## src/rtl/rpn_controller_if.sv

```systemverilog
// Bundle of command-side and stack-side signals for the RPN command sequencer.
// The slave modport is the controller; the master modport is its environment
// (keypad decoder plus stack instance).
interface rpn_controller_if;
    logic        cmd_valid;
    logic        cmd_ready;
    logic [2:0]  cmd_op;
    logic [31:0] cmd_data;
    logic        stk_push;
    logic        stk_pop;
    logic        stk_write;
    logic [31:0] stk_value;
    logic [31:0] stk_top;
    logic [31:0] stk_next;
    logic [5:0]  stk_count;
    logic        stk_error;
    logic        done;
    logic        err_valid;
    logic [1:0]  err_code;
    logic [31:0] display;

    modport slave (
        input  cmd_valid, cmd_op, cmd_data,
        input  stk_top, stk_next, stk_count, stk_error,
        output cmd_ready, stk_push, stk_pop, stk_write, stk_value,
        output done, err_valid, err_code, display
    );

    modport master (
        output cmd_valid, cmd_op, cmd_data,
        output stk_top, stk_next, stk_count, stk_error,
        input  cmd_ready, stk_push, stk_pop, stk_write, stk_value,
        input  done, err_valid, err_code, display
    );
endinterface

```

## src/rtl/rpn_controller.sv

```systemverilog
// RPN command sequencer: expands one calculator command into a sequence of
// push/pop/write strobes on the operand stack, computes arithmetic results
// from operands latched at accept, and reports completion or errors.
module rpn_controller #(
    parameter int DEPTH = 32
) (
    input logic            clock,
    input logic            reset,
    rpn_controller_if.slave bus
);

    localparam logic [2:0] OP_NUM   = 3'd0;
    localparam logic [2:0] OP_DUP   = 3'd1;
    localparam logic [2:0] OP_DROP  = 3'd2;
    localparam logic [2:0] OP_SWAP  = 3'd3;
    localparam logic [2:0] OP_ADD   = 3'd4;
    localparam logic [2:0] OP_SUB   = 3'd5;
    localparam logic [2:0] OP_MUL   = 3'd6;
    localparam logic [2:0] OP_CLEAR = 3'd7;

    localparam logic [3:0] ST_IDLE      = 4'd0;
    localparam logic [3:0] ST_PUSH      = 4'd1;
    localparam logic [3:0] ST_POP       = 4'd2;
    localparam logic [3:0] ST_WRITE     = 4'd3;
    localparam logic [3:0] ST_SWAP_POP  = 4'd4;
    localparam logic [3:0] ST_SWAP_WR1  = 4'd5;
    localparam logic [3:0] ST_SWAP_PUSH = 4'd6;
    localparam logic [3:0] ST_SWAP_WR2  = 4'd7;
    localparam logic [3:0] ST_CLEAR     = 4'd8;

    localparam logic [1:0] ERR_UNDER = 2'd1;
    localparam logic [1:0] ERR_OVER  = 2'd2;
    localparam logic [1:0] ERR_FAULT = 2'd3;

    localparam logic [5:0] FULL = 6'(DEPTH);

    logic [3:0]  state;
    logic [31:0] opa;
    logic [31:0] opb;
    logic [31:0] data_q;
    logic [2:0]  op_q;
    logic [5:0]  clr_left;
    logic [31:0] result;
    logic        done_q;
    logic        err_valid_q;
    logic [1:0]  err_code_q;

    assign bus.cmd_ready = (state == ST_IDLE);
    assign bus.display   = bus.stk_top;
    assign bus.done      = done_q;
    assign bus.err_valid = err_valid_q;
    assign bus.err_code  = err_code_q;

    // Arithmetic result from the operands captured at accept (a = next, b = top).
    always_comb begin
        result = 32'd0;
        case (op_q)
            OP_ADD:  result = opa + opb;
            OP_SUB:  result = opa - opb;
            OP_MUL:  result = opa * opb;
            default: result = 32'd0;
        endcase
    end

    // Moore strobe decode: each action state maps to exactly one stack strobe.
    always_comb begin
        bus.stk_push  = 1'b0;
        bus.stk_pop   = 1'b0;
        bus.stk_write = 1'b0;
        bus.stk_value = 32'd0;
        case (state)
            ST_PUSH, ST_SWAP_PUSH: bus.stk_push = 1'b1;
            ST_POP, ST_SWAP_POP, ST_CLEAR: bus.stk_pop = 1'b1;
            ST_WRITE: begin
                bus.stk_write = 1'b1;
                bus.stk_value = (op_q == OP_NUM) ? data_q : result;
            end
            ST_SWAP_WR1: begin
                bus.stk_write = 1'b1;
                bus.stk_value = opb;
            end
            ST_SWAP_WR2: begin
                bus.stk_write = 1'b1;
                bus.stk_value = opa;
            end
            default: ;
        endcase
    end

    // Command acceptance, legality checks, sequence stepping and status pulses.
    always_ff @(posedge clock) begin
        if (reset) begin
            state       <= ST_IDLE;
            opa         <= 32'd0;
            opb         <= 32'd0;
            data_q      <= 32'd0;
            op_q        <= 3'd0;
            clr_left    <= 6'd0;
            done_q      <= 1'b0;
            err_valid_q <= 1'b0;
            err_code_q  <= 2'd0;
        end else begin
            done_q      <= 1'b0;
            err_valid_q <= 1'b0;
            if (state == ST_IDLE) begin
                if (bus.cmd_valid) begin
                    opa    <= bus.stk_next;
                    opb    <= bus.stk_top;
                    op_q   <= bus.cmd_op;
                    data_q <= bus.cmd_data;
                    case (bus.cmd_op)
                        OP_NUM: begin
                            if (bus.stk_count == FULL) begin
                                err_valid_q <= 1'b1;
                                err_code_q  <= ERR_OVER;
                            end else if (bus.stk_count == 6'd0) begin
                                state <= ST_WRITE;
                            end else begin
                                state <= ST_PUSH;
                            end
                        end
                        OP_DUP: begin
                            if (bus.stk_count == 6'd0) begin
                                err_valid_q <= 1'b1;
                                err_code_q  <= ERR_UNDER;
                            end else if (bus.stk_count == FULL) begin
                                err_valid_q <= 1'b1;
                                err_code_q  <= ERR_OVER;
                            end else begin
                                state <= ST_PUSH;
                            end
                        end
                        OP_DROP: begin
                            if (bus.stk_count == 6'd0) begin
                                err_valid_q <= 1'b1;
                                err_code_q  <= ERR_UNDER;
                            end else begin
                                state <= ST_POP;
                            end
                        end
                        OP_ADD, OP_SUB, OP_MUL: begin
                            if (bus.stk_count < 6'd2) begin
                                err_valid_q <= 1'b1;
                                err_code_q  <= ERR_UNDER;
                            end else begin
                                state <= ST_POP;
                            end
                        end
                        OP_SWAP: begin
                            if (bus.stk_count < 6'd2) begin
                                err_valid_q <= 1'b1;
                                err_code_q  <= ERR_UNDER;
                            end else begin
                                state <= ST_SWAP_POP;
                            end
                        end
                        default: begin
                            if (bus.stk_count == 6'd0) begin
                                done_q <= 1'b1;
                            end else begin
                                clr_left <= bus.stk_count;
                                state    <= ST_CLEAR;
                            end
                        end
                    endcase
                end
            end else if (bus.stk_error) begin
                state       <= ST_IDLE;
                err_valid_q <= 1'b1;
                err_code_q  <= ERR_FAULT;
            end else begin
                case (state)
                    ST_PUSH: begin
                        if (op_q == OP_NUM) begin
                            state <= ST_WRITE;
                        end else begin
                            state  <= ST_IDLE;
                            done_q <= 1'b1;
                        end
                    end
                    ST_POP: begin
                        if (op_q == OP_DROP) begin
                            state  <= ST_IDLE;
                            done_q <= 1'b1;
                        end else begin
                            state <= ST_WRITE;
                        end
                    end
                    ST_WRITE: begin
                        state  <= ST_IDLE;
                        done_q <= 1'b1;
                    end
                    ST_SWAP_POP:  state <= ST_SWAP_WR1;
                    ST_SWAP_WR1:  state <= ST_SWAP_PUSH;
                    ST_SWAP_PUSH: state <= ST_SWAP_WR2;
                    ST_SWAP_WR2: begin
                        state  <= ST_IDLE;
                        done_q <= 1'b1;
                    end
                    ST_CLEAR: begin
                        clr_left <= clr_left - 6'd1;
                        if (clr_left == 6'd1) begin
                            state  <= ST_IDLE;
                            done_q <= 1'b1;
                        end
                    end
                    default: state <= ST_IDLE;
                endcase
            end
        end
    end

endmodule

```

## src/flat_wrapper.sv

```systemverilog
// flat-port wrapper written by rule: the top's interface ports become plain ports
module rpn_controller_flat 
#(
    parameter int DEPTH = 32
)
  (clock, reset, bus_cmd_valid, bus_cmd_op, bus_cmd_data, bus_stk_top, bus_stk_next, bus_stk_count, bus_stk_error, bus_cmd_ready, bus_stk_push, bus_stk_pop, bus_stk_write, bus_stk_value, bus_done, bus_err_valid, bus_err_code, bus_display);
  rpn_controller_if bus_i ();
  input logic clock;
  input logic reset;
  input wire logic [$bits(bus_i.cmd_valid)-1:0] bus_cmd_valid;
  input wire logic [$bits(bus_i.cmd_op)-1:0] bus_cmd_op;
  input wire logic [$bits(bus_i.cmd_data)-1:0] bus_cmd_data;
  input wire logic [$bits(bus_i.stk_top)-1:0] bus_stk_top;
  input wire logic [$bits(bus_i.stk_next)-1:0] bus_stk_next;
  input wire logic [$bits(bus_i.stk_count)-1:0] bus_stk_count;
  input wire logic [$bits(bus_i.stk_error)-1:0] bus_stk_error;
  output wire logic [$bits(bus_i.cmd_ready)-1:0] bus_cmd_ready;
  output wire logic [$bits(bus_i.stk_push)-1:0] bus_stk_push;
  output wire logic [$bits(bus_i.stk_pop)-1:0] bus_stk_pop;
  output wire logic [$bits(bus_i.stk_write)-1:0] bus_stk_write;
  output wire logic [$bits(bus_i.stk_value)-1:0] bus_stk_value;
  output wire logic [$bits(bus_i.done)-1:0] bus_done;
  output wire logic [$bits(bus_i.err_valid)-1:0] bus_err_valid;
  output wire logic [$bits(bus_i.err_code)-1:0] bus_err_code;
  output wire logic [$bits(bus_i.display)-1:0] bus_display;
  assign bus_i.cmd_valid = bus_cmd_valid;
  assign bus_i.cmd_op = bus_cmd_op;
  assign bus_i.cmd_data = bus_cmd_data;
  assign bus_i.stk_top = bus_stk_top;
  assign bus_i.stk_next = bus_stk_next;
  assign bus_i.stk_count = bus_stk_count;
  assign bus_i.stk_error = bus_stk_error;
  assign bus_cmd_ready = bus_i.cmd_ready;
  assign bus_stk_push = bus_i.stk_push;
  assign bus_stk_pop = bus_i.stk_pop;
  assign bus_stk_write = bus_i.stk_write;
  assign bus_stk_value = bus_i.stk_value;
  assign bus_done = bus_i.done;
  assign bus_err_valid = bus_i.err_valid;
  assign bus_err_code = bus_i.err_code;
  assign bus_display = bus_i.display;
  rpn_controller #(.DEPTH(DEPTH)) u_core (.clock(clock), .reset(reset), .bus(bus_i));
endmodule
```

## config.mk

```make
export PLATFORM = sky130hd
export DESIGN_NAME = rpn_controller_flat
export DESIGN_NICKNAME = d
export VERILOG_FILES = /design/src/rtl/rpn_controller_if.sv /design/src/rtl/rpn_controller.sv /design/src/flat_wrapper.sv
export SDC_FILE = /design/constraint.sdc
export NUM_CORES = 2
export LEC_CHECK = 0
export CORE_MARGIN = 4
export CORE_UTILIZATION = 51
export DETAILED_ROUTE_END_ITERATION = 12
export MAX_ROUTING_LAYER = met4
export PLACE_DENSITY = 0.71
export SLEW_MARGIN = 40
export SYNTH_ARGS = -nofsm -noshare
export SYNTH_HDL_FRONTEND = slang
export SYNTH_SLANG_ARGS = --single-unit
```

## constraint.sdc

```tcl
create_clock -name clock -period 13.2 [get_ports clock]
set_input_delay 2.64 -clock clock [delete_from_list [all_inputs] [get_ports clock]]
set_output_delay 2.64 -clock clock [all_outputs]
set_load 0.01 [all_outputs]
```

* Word level (Yosys, flattened, before mapping)
Index checks and enable logic that the tools add are counted.
** Operators by class
- Add/sub/neg operators :: 3
- Multiply operators :: 1
- $lt $le $gt $ge :: 1
- Equal/unequal tests :: 35
- Muxes and demuxes :: 52
- Reduce and logical (&&, ||, !) cells :: 17
** Operators by type and width (number)
- $pmux W32 S3 :: 2
- $mux W4 :: 11
- $mux W6 :: 6
- $add A32 B32 Y32 :: 1
- $mul A32 B32 Y32 :: 1
- $mux W32 :: 1
- $sub A32 B32 Y32 :: 1
- $pmux W4 S6 :: 1
- $mux W2 :: 10
- $pmux W4 S5 :: 1
- $eq A3 B3 Y1 const B :: 6
- $ne A3 B3 Y1 const B :: 6
- $mux W1 :: 17
- $eq A4 B3 Y1 const B :: 4
- $reduce_and A5 Y1 :: 2
- $eq A3 B2 Y1 const B :: 3
- $reduce_and A9 Y1 :: 1
- $reduce_or A3 Y1 :: 3
- $eq A4 B2 Y1 const B :: 2
- $pmux W1 S4 :: 2
- $pmux W2 S4 :: 1
- $reduce_or A7 Y1 :: 1
- $eq A6 B1 Y1 const B :: 1
- $eq A6 B6 Y1 const B :: 1
- 18 further kinds :: 24
** Storage, ports and cells
- Register bits after elaboration :: 113
- Input bits :: 109
- Output and inout port bits :: 72
- Logic and storage cells :: 118

* Logic depth before layout (Yosys ltp)
- Depth in word-level cells :: 6
- Depth in mapped cells :: 27
- Depth with buffers taken out :: 25

* Worst setup path before layout
No wires, ideal clock.
- Kind :: register -> output
- Start point :: register u_core.opb[5]
- End point :: output port bus_stk_value[30]
- Arrival time :: 7.092 ns
- Required time :: 10.560 ns
- Setup slack :: 3.468 ns
- Cell stages (with the launch flop) :: 26
- Buffers on the path :: 2
- Path through :: dfxtp_1 -> clkbuf_1 -> clkbuf_1 -> and2_1 -> fa_1 -> fa_1 -> fa_1 -> inv_1 -> fa_1 -> inv_1 -> fa_1 -> inv_1 -> fa_1 -> inv_1 -> fa_1 -> fa_1 -> ha_1 -> a21o_1 -> a21o_1 -> a21o_1 -> or2_2 -> nor3b_1 -> o31ai_1 -> a31oi_1 -> xnor2_1 -> a211o_1
** Between the ends
- Cells in the longest elaborated chain, start to end :: 4
- Elaborated cells on any way between the ends :: 6
- Classes of those cells :: add/sub (2); mul (1); mux (3)
** RTL lines
- from (decl) :: RTL line rpn_controller.sv:39 : logic [31:0] opb;
- from (signal assigned) :: RTL line rpn_controller.sv:108 : opb <= bus.stk_top;
- $mul A32 B32 Y32 (tied with other cells) :: RTL line rpn_controller.sv:60 : OP_MUL: result = opa * opb;
- $pmux W32 S3 (*) :: RTL line rpn_controller.sv:57 : case (op_q)
- $mux W32 (*) :: RTL line rpn_controller.sv:76 : bus.stk_value = (op_q == OP_NUM) ? data_q : result;
- $pmux W32 S3 (*) :: RTL line rpn_controller.sv:71 : case (state)
- to (decl) :: RTL line flat_wrapper.sv:21 : output wire logic [$bits(bus_i.stk_value)-1:0] bus_stk_value;
Every way passes the cells marked *; elsewhere a longest branch is shown, timed or not.

* Worst setup path in the final report
- Start point :: register u_core.opb[2]
- End point :: output port bus_stk_value[31]
Same word-level chain as after synthesis.

==> metrics <==
clk root buf=clkbuf_16; EDFF count, synth=0; wire per inst=21.6 um; initial DRC count=1,785; Core ar.=45,400 um2; clock buffer count from CTS=17; Die Wd=222 um; clock transition at the registers of the reported paths=70 ps; CP Buf/Inv Count=4; H-Tree Depth=4; power density over cell area=76.7 nW/um2; CTS Sinks=113; Yosys warning count=0; IO Count=181; cell leakage power=12.1 nW; Tightest Pin Transition=854 ps; Final #Nets=3,520; Pre-antenna DRT Iters=8; Worst Path Arrival=8780 ps; # setup viols final=0; Clock Skews=9.87 ps; setup TNS=0 ps; top_reg_cell synth=dfxtp_1; GPL Wtd Cong=1.01; initial core utilization=51.7%; final instance area=26,100 um2; gr ovfl total=0; Worst Hold Class=flop to flop; largest net degree at the start of global routing=112; Max Fanout on Critical Path=20; status=complete, no violations; critical path required time=10,560 ps; Fmax achieved=87.6 MHz; Top delay family on crit path=adder cells; via count of the first global-routing pass=20,988; Startpoint Class=flop; Worst VDD drop=0.0000948 V; PortBufs=180; Crit Path Category=flop to primary output; placed instance area=25,500 um2; Hold Worst Slack=458 ps; layout cells sized above 1=3.92%; CTS resizes=0; Max clock buf depth=2; cell row count=78; syn_nets=3,487; DRC=0; Area Growth Syn to Fin=11.4%; Seq/Total Area, Yosys=9.65%; GRT Util Overall=31.5%; most used cell, CP=fa_1; Layout fillers=4,021; CTS tree=done; post-CTS setup buffer count=0; Syn Inst Count=2,811; Slew Limit Fails=0; MaxCap Viol Count=0; final wirelength=74,700 um; Synth Register Bits=113; DIE AREA=49,500 um2; via count=19,783; Syn Std Cell Area=23,500 um2; post-synth cell types=76; delay of the slowest critical-path stage=790 ps; Die H=222 um; hold_buf cts=0; via-per-instance ratio=5.72; Slew HR=43.1%; slowest stage cell on the critical path=dfxtp_1; antenna-violating nets left=0; final cycle utilization of the critical path=86.5%; syn avg cell area=8.34 um2; antenna violations before repair=2; CP Cell Sequence=buf_4 > and2_1 > fa_1 > inv_1 > fa_1 > fa_1 > fa_1 > inv_1 > fa_1 > fa_1 > fa_1 > fa_1 > ha_1 > a21o_1 > a21oi_1 > o21ai_0 > a2111oi_0 > nor3_1 > a31oi_1 > o21ai_0 > xnor2_1 > o211ai_2 > clkdlybuf4s50_1; Worst Setup End Kind=primary output; first-pass GRT wire length=119,000 um; fin crit period=11,420 ps; largest cells by area after synthesis=fa_1, dfxtp_1, ha_1, and2_1, nand2_1; Final Util=57.5%; area leader, netlist=fa_1; register area=2270 um2; ys async rst share=0%; Fin. Hold Viols=0; post-synth top area share=34.9%; multi-input logic area=18,800 um2; Worst-Skew Late Latency=460 ps; RSZ-0062 raised after global routing=no; HPWL after DPL=57,300 um
==> synth_stat cells, drive strengths merged, types with 14 or more instances <==
library cell,count
clkbuf,178
ha,158
inv,403
nor3,14
nor2,73
fa,409
o21ai,73
a21o,29
buf,36
nand2,474
and2,309
a22oi,33
xor2,36
a21oi,166
xnor2,109
dfxtp,113
==> logic make-up after synthesis <==
family / after synthesis / share of synthesized area, %
fa+ha+maj: 567 / 43.3
compound gates: 423 / 11.4
simple gates: 944 / 19.6
mux: 2 / 0.0854
flops: 113 / 9.65
buf+inv: 617 / 10.4
xor+xnor: 145 / 5.45
==> cell type report <==
| type | instances | area share [%] |
|---|---|---|
| multi-input combinational | 2081 | 71.9 |
| sequential | 113 | 8.70 |
| timing repair buffer | 228 | 8.34 |
| inverter | 403 | 5.79 |
| tap | 600 | 2.87 |
| clock buffer | 22 | 1.82 |
| clock inverter | 10 | 0.565 |
| antenna | 2 | 0.0192 |
==> where the power goes <==
group / total [W] / switching, W / leakage (nW) / internal [W]
Clock: 0.000506 / 0.000192 / 0.294 / 0.000314
Sequential: 0.000441 / 0.0000714 / 0.930 / 0.000370
Combinational: 0.00106 / 0.000642 / 10.8 / 0.000414
==> worst reg2reg max path: cells and delay by family (launching register included) <==
family / cells / cell delay, ps
compound gates: 3 / 870
buf+inv: 1 / 500
flops: 1 / 430
simple gates: 4 / 1730
==> placed cells by master, fill, tap and decap left out, types with 9 or more instances in the layout <==
cell and instances:
and2_1 308, inv_1 403, a22oi_1 33, ha_1 158
nor2_1 71, nand3_1 9, nand2b_1 10, nor2b_1 11
clkdlybuf4s50_1 179, clkbuf_16 17, a222oi_1 13, a211oi_1 9
xor2_1 36, o31ai_1 12, fa_1 409, o21bai_1 12
a31oi_1 12, a21o_1 29, buf_4 47, o21ai_0 71
nand2_1 473, a21oi_1 166, dfxtp_1 105, o21a_1 10
nor3_1 12, xnor2_1 108
==> through the flow <==
stage	instances	setup WS [ps]	power, W
final	3459	1780	0.00200
after global routing	3459	1350	0.00212
after CTS	3457	1730	0.00199
after detailed placement	3425	2280	0.00147
after global placement	3424	2320	0.00146
after floorplan	2811	3470	0.00111
==> routing by layer <==
metal	track usage, %	share of wire, %	up-vias
met5	-	0	-
met4	11.1	3.9	0
met3	5.28	8.5	166
met2	49.0	46	989
met1	42.2	42	9837
li1	-	-	8791
==> worst paths after layout <==
| check | cells past startpoint | slack (ps) | to | from |
|---|---|---|---|---|
| max | 23 | 1780 | bus_stk_value[31] | u_core.opb[2]$_SDFFE_PP0P_ |
| min | 2 | 460 | u_core.opa[1]$_SDFFE_PP0P_ | u_core.opa[1]$_SDFFE_PP0P_ |
| max reg2reg | 8 | 9570 | u_core.clr_left[4]$_SDFFE_PP0P_ | u_core.state[1]$_SDFFE_PP0P_ |
| min reg2reg | 2 | 460 | u_core.opa[1]$_SDFFE_PP0P_ | u_core.opa[1]$_SDFFE_PP0P_ |
==> flip-flops by register name (all words and copies together), names as in the netlist <==
name,count
u_core.opa,32
u_core.op_q,3
u_core.opb,32
u_core.state,4
u_core.bus.err_code,2
u_core.bus.done,1
u_core.data_q,32
u_core.bus.err_valid,1
u_core.clr_left,6
(Power assumes the default switching activity.)
